[config.mk]
export PLATFORM = sky130hd
export DESIGN_NAME = alu_issue_ctrl
export DESIGN_NICKNAME = d
export VERILOG_FILES = /design/src/rtl/alu_pkg.sv /design/src/rtl/alu_ctrl_decode.sv /design/src/rtl/alu_issue_ctrl.sv
export SDC_FILE = /design/constraint.sdc
export NUM_CORES = 1
export LEC_CHECK = 0
export ABC_AREA = 1
export CORE_MARGIN = 5
export CORE_UTILIZATION = 45
export CTS_CLUSTER_SIZE = 12
export DETAILED_ROUTE_END_ITERATION = 10
export PLACE_DENSITY = 0.95
export SETUP_SLACK_MARGIN = 0.02
export SYNTH_ARGS = -nofsm -noshare
export SYNTH_HDL_FRONTEND = slang
export SYNTH_HIERARCHICAL = 1
export SYNTH_SLANG_ARGS = --single-unit
[constraint.sdc]
create_clock -name clk -period 2 [get_ports clk]
set_input_delay 0.6 -clock clk [delete_from_list [all_inputs] [get_ports clk]]
set_output_delay 0.6 -clock clk [all_outputs]
set_load 0.05 [all_outputs]
[src/rtl/alu_pkg.sv]
// Shared constants and types for the ALU issue controller: ALU control
// codes, RV32I opcodes, branch funct3 values and the issue FSM states.
package alu_pkg;

  // ALU control codes driven to the external combinational ALU
  localparam logic [3:0] ALU_ADD = 4'b0000;
  localparam logic [3:0] ALU_SUB = 4'b0001;
  localparam logic [3:0] ALU_AND = 4'b0010;
  localparam logic [3:0] ALU_OR  = 4'b0011;
  localparam logic [3:0] ALU_XOR = 4'b0100;
  localparam logic [3:0] ALU_SLT = 4'b0101;  // unsigned compare, result 1/0
  localparam logic [3:0] ALU_SRL = 4'b0110;
  localparam logic [3:0] ALU_SRA = 4'b0111;
  localparam logic [3:0] ALU_SLL = 4'b1000;

  // Supported RV32I major opcodes
  localparam logic [6:0] OP_R      = 7'b0110011;
  localparam logic [6:0] OP_I      = 7'b0010011;
  localparam logic [6:0] OP_LOAD   = 7'b0000011;
  localparam logic [6:0] OP_STORE  = 7'b0100011;
  localparam logic [6:0] OP_BRANCH = 7'b1100011;

  // Supported branch conditions
  localparam logic [2:0] F3_BEQ  = 3'b000;
  localparam logic [2:0] F3_BNE  = 3'b001;
  localparam logic [2:0] F3_BLTU = 3'b110;
  localparam logic [2:0] F3_BGEU = 3'b111;

  typedef enum logic [1:0] {
    IDLE = 2'b00,
    EXEC = 2'b01,
    RESP = 2'b10
  } state_e;

endpackage

[src/rtl/alu_ctrl_decode.sv]
// Combinational decode of opcode/funct3/funct7[5] into the ALU control
// code, operand-b select, branch flag and illegal flag. Illegal requests
// are forced to a neutral ADD with register operand so the top can zero them.
module alu_ctrl_decode
  import alu_pkg::*;
#(
  parameter int CTRL_W = 4
) (
  input  logic [6:0]        opcode,
  input  logic [2:0]        funct3,
  input  logic              funct7b5,
  output logic [CTRL_W-1:0] alu_ctrl,
  output logic              use_imm,
  output logic              is_branch,
  output logic              illegal
);

  // Decode table; defaults first, illegal combinations neutralised at the end
  always_comb begin
    alu_ctrl  = CTRL_W'(ALU_ADD);
    use_imm   = 1'b0;
    is_branch = 1'b0;
    illegal   = 1'b0;
    case (opcode)
      OP_R, OP_I: begin
        use_imm = (opcode == OP_I);
        case (funct3)
          3'b000: alu_ctrl = (opcode == OP_R && funct7b5) ? CTRL_W'(ALU_SUB) : CTRL_W'(ALU_ADD);
          3'b111: alu_ctrl = CTRL_W'(ALU_AND);
          3'b110: alu_ctrl = CTRL_W'(ALU_OR);
          3'b100: alu_ctrl = CTRL_W'(ALU_XOR);
          3'b011: alu_ctrl = CTRL_W'(ALU_SLT);
          3'b001: alu_ctrl = CTRL_W'(ALU_SLL);
          3'b101: alu_ctrl = funct7b5 ? CTRL_W'(ALU_SRA) : CTRL_W'(ALU_SRL);
          default: illegal = 1'b1;
        endcase
      end
      OP_LOAD, OP_STORE: begin
        use_imm = 1'b1;
      end
      OP_BRANCH: begin
        is_branch = 1'b1;
        case (funct3)
          F3_BEQ, F3_BNE:   alu_ctrl = CTRL_W'(ALU_SUB);
          F3_BLTU, F3_BGEU: alu_ctrl = CTRL_W'(ALU_SLT);
          default:          illegal  = 1'b1;
        endcase
      end
      default: illegal = 1'b1;
    endcase
    if (illegal) begin
      alu_ctrl  = CTRL_W'(ALU_ADD);
      use_imm   = 1'b0;
      is_branch = 1'b0;
    end
  end

endmodule

[src/rtl/alu_issue_ctrl.sv]
// Issue side of the ALU interface: accepts a decoded request, registers the
// control code and operands toward the external ALU, then captures the ALU
// result and branch outcome into a response register with valid/ready.
module alu_issue_ctrl
  import alu_pkg::*;
#(
  parameter int XLEN   = 32,
  parameter int CTRL_W = 4
) (
  input  logic              clk,
  input  logic              reset_n,
  input  logic              in_valid,
  output logic              in_ready,
  input  logic [6:0]        opcode,
  input  logic [2:0]        funct3,
  input  logic              funct7b5,
  input  logic [XLEN-1:0]   rs1_val,
  input  logic [XLEN-1:0]   rs2_val,
  input  logic [XLEN-1:0]   imm,
  output logic [CTRL_W-1:0] alu_ctrl,
  output logic [XLEN-1:0]   alu_a,
  output logic [XLEN-1:0]   alu_b,
  input  logic [XLEN-1:0]   alu_result,
  input  logic              alu_zero,
  output logic              out_valid,
  input  logic              out_ready,
  output logic [XLEN-1:0]   out_result,
  output logic              out_branch_taken,
  output logic              out_illegal
);

  state_e              state_q, state_d;
  logic                accept, capture;

  logic [CTRL_W-1:0]   dec_ctrl;
  logic                dec_use_imm, dec_is_branch, dec_illegal;

  logic [CTRL_W-1:0]   alu_ctrl_q, alu_ctrl_d;
  logic [XLEN-1:0]     alu_a_q, alu_a_d;
  logic [XLEN-1:0]     alu_b_q, alu_b_d;
  logic                is_branch_q, illegal_q;
  logic [2:0]          br_f3_q;
  logic [XLEN-1:0]     out_result_q, out_result_d;
  logic                out_branch_q, out_branch_d;
  logic                out_illegal_q;

  alu_ctrl_decode #(.CTRL_W(CTRL_W)) u_decode (
    .opcode    (opcode),
    .funct3    (funct3),
    .funct7b5  (funct7b5),
    .alu_ctrl  (dec_ctrl),
    .use_imm   (dec_use_imm),
    .is_branch (dec_is_branch),
    .illegal   (dec_illegal)
  );

  // FSM state register
  always_ff @(posedge clk or negedge reset_n) begin
    if (!reset_n) state_q <= IDLE;
    else          state_q <= state_d;
  end

  // FSM next state and handshake outputs; in_ready is masked during reset
  always_comb begin
    state_d   = state_q;
    in_ready  = 1'b0;
    out_valid = 1'b0;
    capture   = 1'b0;
    case (state_q)
      IDLE: begin
        in_ready = 1'b1;
        if (in_valid) state_d = EXEC;
      end
      EXEC: begin
        capture = 1'b1;
        state_d = RESP;
      end
      RESP: begin
        out_valid = 1'b1;
        in_ready  = out_ready;
        if (out_ready) state_d = in_valid ? EXEC : IDLE;
      end
      default: state_d = IDLE;
    endcase
    if (!reset_n) in_ready = 1'b0;
  end

  assign accept = in_valid && in_ready;

  // Operand/control selection at acceptance and result/branch evaluation in EXEC
  always_comb begin
    alu_ctrl_d = dec_illegal ? CTRL_W'(ALU_ADD) : dec_ctrl;
    alu_a_d    = dec_illegal ? '0 : rs1_val;
    alu_b_d    = dec_illegal ? '0 : (dec_use_imm ? imm : rs2_val);
    out_result_d = illegal_q ? '0 : alu_result;
    out_branch_d = 1'b0;
    if (is_branch_q && !illegal_q) begin
      case (br_f3_q)
        F3_BEQ:  out_branch_d = alu_zero;
        F3_BNE:  out_branch_d = !alu_zero;
        F3_BLTU: out_branch_d = alu_result[0];
        F3_BGEU: out_branch_d = !alu_result[0];
        default: out_branch_d = 1'b0;
      endcase
    end
  end

  // Request registers load on acceptance; response registers load leaving EXEC
  always_ff @(posedge clk or negedge reset_n) begin
    if (!reset_n) begin
      alu_ctrl_q    <= '0;
      alu_a_q       <= '0;
      alu_b_q       <= '0;
      is_branch_q   <= 1'b0;
      illegal_q     <= 1'b0;
      br_f3_q       <= 3'b000;
      out_result_q  <= '0;
      out_branch_q  <= 1'b0;
      out_illegal_q <= 1'b0;
    end else begin
      if (accept) begin
        alu_ctrl_q  <= alu_ctrl_d;
        alu_a_q     <= alu_a_d;
        alu_b_q     <= alu_b_d;
        is_branch_q <= dec_is_branch;
        illegal_q   <= dec_illegal;
        br_f3_q     <= funct3;
      end
      if (capture) begin
        out_result_q  <= out_result_d;
        out_branch_q  <= out_branch_d;
        out_illegal_q <= illegal_q;
      end
    end
  end

  assign alu_ctrl         = alu_ctrl_q;
  assign alu_a            = alu_a_q;
  assign alu_b            = alu_b_q;
  assign out_result       = out_result_q;
  assign out_branch_taken = out_branch_q;
  assign out_illegal      = out_illegal_q;

endmodule

==> results of run 1 <==
## report_power, final
part	internal, W	switching, W	leakage [nW]	total [W]
combinational	0.000869	0.00170	2.94	0.00256
sequential	0.00251	0.000182	1.48	0.00269
clock	0.000950	0.000790	0.141	0.00174
## Yosys cell counts
| master | number |
|---|---|
| nand2_1 | 403 |
| dfrtp_1 | 109 |
| inv_1 | 56 |
| nor2_1 | 47 |
| a21oi_1 | 34 |
| buf_2 | 20 |
| nand3_1 | 9 |
| buf_4 | 7 |
| clkbuf_1 | 5 |
| inv_2 | 5 |
| o21ai_0 | 5 |
| buf_6 | 4 |
| nand2_2 | 3 |
| nor3_1 | 3 |
| nor2_4 | 2 |
| nand3_2 | 1 |
| nand4_2 | 1 |
| nor3_2 | 1 |
| nor3_4 | 1 |
## layout make-up
| cell class | instances | area, um2 |
|---|---|---|
| Multi-Input combinational cell | 510 | 2170 |
| Tap cell | 143 | 179 |
| Clock buffer | 12 | 267 |
| Timing Repair Buffer | 286 | 2670 |
| Inverter | 61 | 231 |
| Sequential cell | 109 | 2730 |
| Fill cell | 811 | 3100 |
| Clock inverter | 4 | 28.8 |
## flip-flops by register name, summed over array words and instances (netlist names)
signal            flops
alu_a                32
alu_b                32
out_result           32
alu_ctrl              4
br_f3_q               3
state_q               2
illegal_q             1
is_branch_q           1
out_branch_taken      1
out_illegal           1
## worst max path at each step
| stage | startpoint | endpoint | slack (ps) | depth (start not counted) |
|---|---|---|---|---|
| after CTS | opcode[5] | alu_b[11]$_DFFE_PN0P_ | 20 | 13 |
| final | opcode[5] | alu_b[24]$_DFFE_PN0P_ | 40 | 12 |
| after global routing | opcode[5] | alu_b[24]$_DFFE_PN0P_ | -60 | 12 |
| after detailed placement | funct3[1] | alu_b[7]$_DFFE_PN0P_ | -500 | 11 |
| after global placement | funct3[1] | alu_b[14]$_DFFE_PN0P_ | -460 | 13 |
| after floorplan | funct3[2] | alu_a[1]$_DFFE_PN0P_ | 60 | 12 |
## logic make-up after synthesis
family	Yosys count	synth area share, %
flip-flops	109	52.4
AND/OR/NAND/NOR	471	35.3
buffers and inverters	97	8.55
AO/OA/AOI/OAI	39	3.75
## worst max-delay path: stages
cell and delay [ps]:
clkdlybuf4s50_1 440, nand2_2 100, nor3_4 50, nand2_2 70
nand2_2 60, nor2_4 210, buf_6 140, buf_12 120
nand2_1 100, a21oi_2 190, nand2_1 80, nand2_1 70
## repair_timing
| action | 4_1_cts | 5_1_grt |
|---|---|---|
| pin swaps | 11 | 14 |
| buffers inserted | 7 | 1 |
| gates cloned | 4 | 0 |
| resized for setup | 38 | 29 |
| setup endpoints to repair | 69 | 62 |
## through the flow
stage	setup TNS [ps]	setup slack (ps)	std cells	utilization, %	cell area (um2)
finish	0	39.5	1125	72.7	8270
global route	-64.9	-64.1	1125	72.7	8270
CTS	0	22.0	1126	72.5	8250
detailed placement	-29880	-504	1099	68.1	7740
global placement	-26950	-458	1099	68.1	7740
floorplan	0	63.4	716	-	5210
## routing by layer
layer  up-vias  global-route usage, %
met5         -                      0
met4         0                   9.82
met3        39                   6.34
met2       237                   41.1
met1      2558                   28.2
li1       2658                      -
==> run_results.csv, run 1 <==
group,metric,value,unit
status,outcome,"completed",
flow_run,maxCapViolations,0,
synthesis,synth_cells,716,
drt,ant_nets,0,
clock_tree,holdBufCountCts,0,
global_routing,gr-total-overflow,0,
power,p_leak,4.55,nW
setup_path,startpoint_type,"input pin",
clock_tree,cts_buffers,9,
cells_and_area,nNetsFinal,1121,
synthesis,yosysSeqAreaShare,52.4,%
drt,route.met2.wl,8590,um
sta,maxSlewHeadroom,60.5,%
global_routing,grt_pass1_wl,27200,um
placed_design,place_congestion,0.894,
power,peakVddDrop,1020,uV
drt,drc,0,
floorplan,die-area,13800,um2
synthesis,synth_area_leaders,"dfrtp_1, nand2_1, inv_1",
floorplan,num_io_pins,248,
clock_tree,cts_tree,"yes",
synthesis,yosysTopAreaCell,"dfrtp_1",
synthesis,synth-seq-cells,109,
power,fin_total_pwr,0.00700,W
floorplan,chipHeight,118,um
drt,vias,5492,
cells_and_area,final_common_cell,"nand2_1",
sta,setup_violations,0,
synthesis,postSynthAreaPerCell,7.27,um2
sta,tightest_slew,592,ps
global_routing,grt_usage,23.9,%
drt,viasPerCell,4.88,
synthesis,post_synth_num_cell_types,19,
sta,period_needed,1960,ps
clock_tree,htree_num_levels,3,
clock_tree,clock-sinks,109,
setup_path,critPathMaxFanout,8,
floorplan,start_util,45.8,%
placed_design,port_buffers,247,
power,p_per_area,846,nW/um2
setup_path,path_class,"input pin to flop",
sta,max_freq,0.510,GHz
setup_path,cp_data_required_time,2280,ps
sta,fin_crit_sh,98.0,%
cells_and_area,drive_above_1_share,21.5,%
synthesis,synth_top_area_share,52.4,%
sta,hold_violations,0,
setup_path,crit_path_end_kind,"flop",
cells_and_area,syn_to_final_growth,58.8,%
setup_path,r2r_slack,440,ps
min_path,hold_path.class,"input pin to async pin",
clock_tree,clk_pin_slew,70,ps
sta,whs,390,ps
setup_path,worstPathArrival,2240,ps
setup_path,r2r-end,"out_result[25]$_DFFE_PN0N_",
clock_tree,clock_path_buffers,2,
synthesis,synth_warnings,6,
floorplan,coreArea,11400,um2
setup_path,rr_worst_depth,7,
drt,wire_per_inst,15.2,um
drt,drt-total-wl,17100,um
drt,top_layer,"met4",
floorplan,chipWidth,118,um
sta,fin_worst_skew,4.82,ps
drt,wl_met1,6660,um
cells_and_area,num_antenna_cells,0,
clock_tree,clkLatencyLatePin,340,ps
clock_tree,cts-root-buf,"clkbuf_16",
sta,slew_viol_final,0,
synthesis,syn_nets,860,
sta,rsz0062_at_grt,"yes",
global_routing,antenna_found_initial,0,
setup_path,worstReg2RegStart,"state_q[0]$_DFFE_PN0P_",
global_routing,grt_max_degree,110,
placed_design,hpwl,12200,um
drt,drtPass1Iterations,6,
drt,wl_met3,1340,um
synthesis,synthesis.area,5210,um2
cells_and_area,final_cell_mix,"nand2_1, clkdlybuf4s50_1, buf_4, dfrtp_1, inv_1",
floorplan,rows,39,
global_routing,grt_pass1_vias,5444,
drt,drt-initial-drc-count,431,
No activity file was read; power rests on OpenSTA's default activity.
==> run 2, diff against run 1 <==
--- a/config.mk
+++ b/config.mk
@@ -8,7 +8,6 @@
 export ABC_AREA = 1
 export CORE_MARGIN = 5
 export CORE_UTILIZATION = 45
-export CTS_CLUSTER_SIZE = 12
 export DETAILED_ROUTE_END_ITERATION = 10
 export PLACE_DENSITY = 0.95
 export SETUP_SLACK_MARGIN = 0.02
==> results of run 2 <==
Final layout, timing and power as in run 1 (identical DEF).
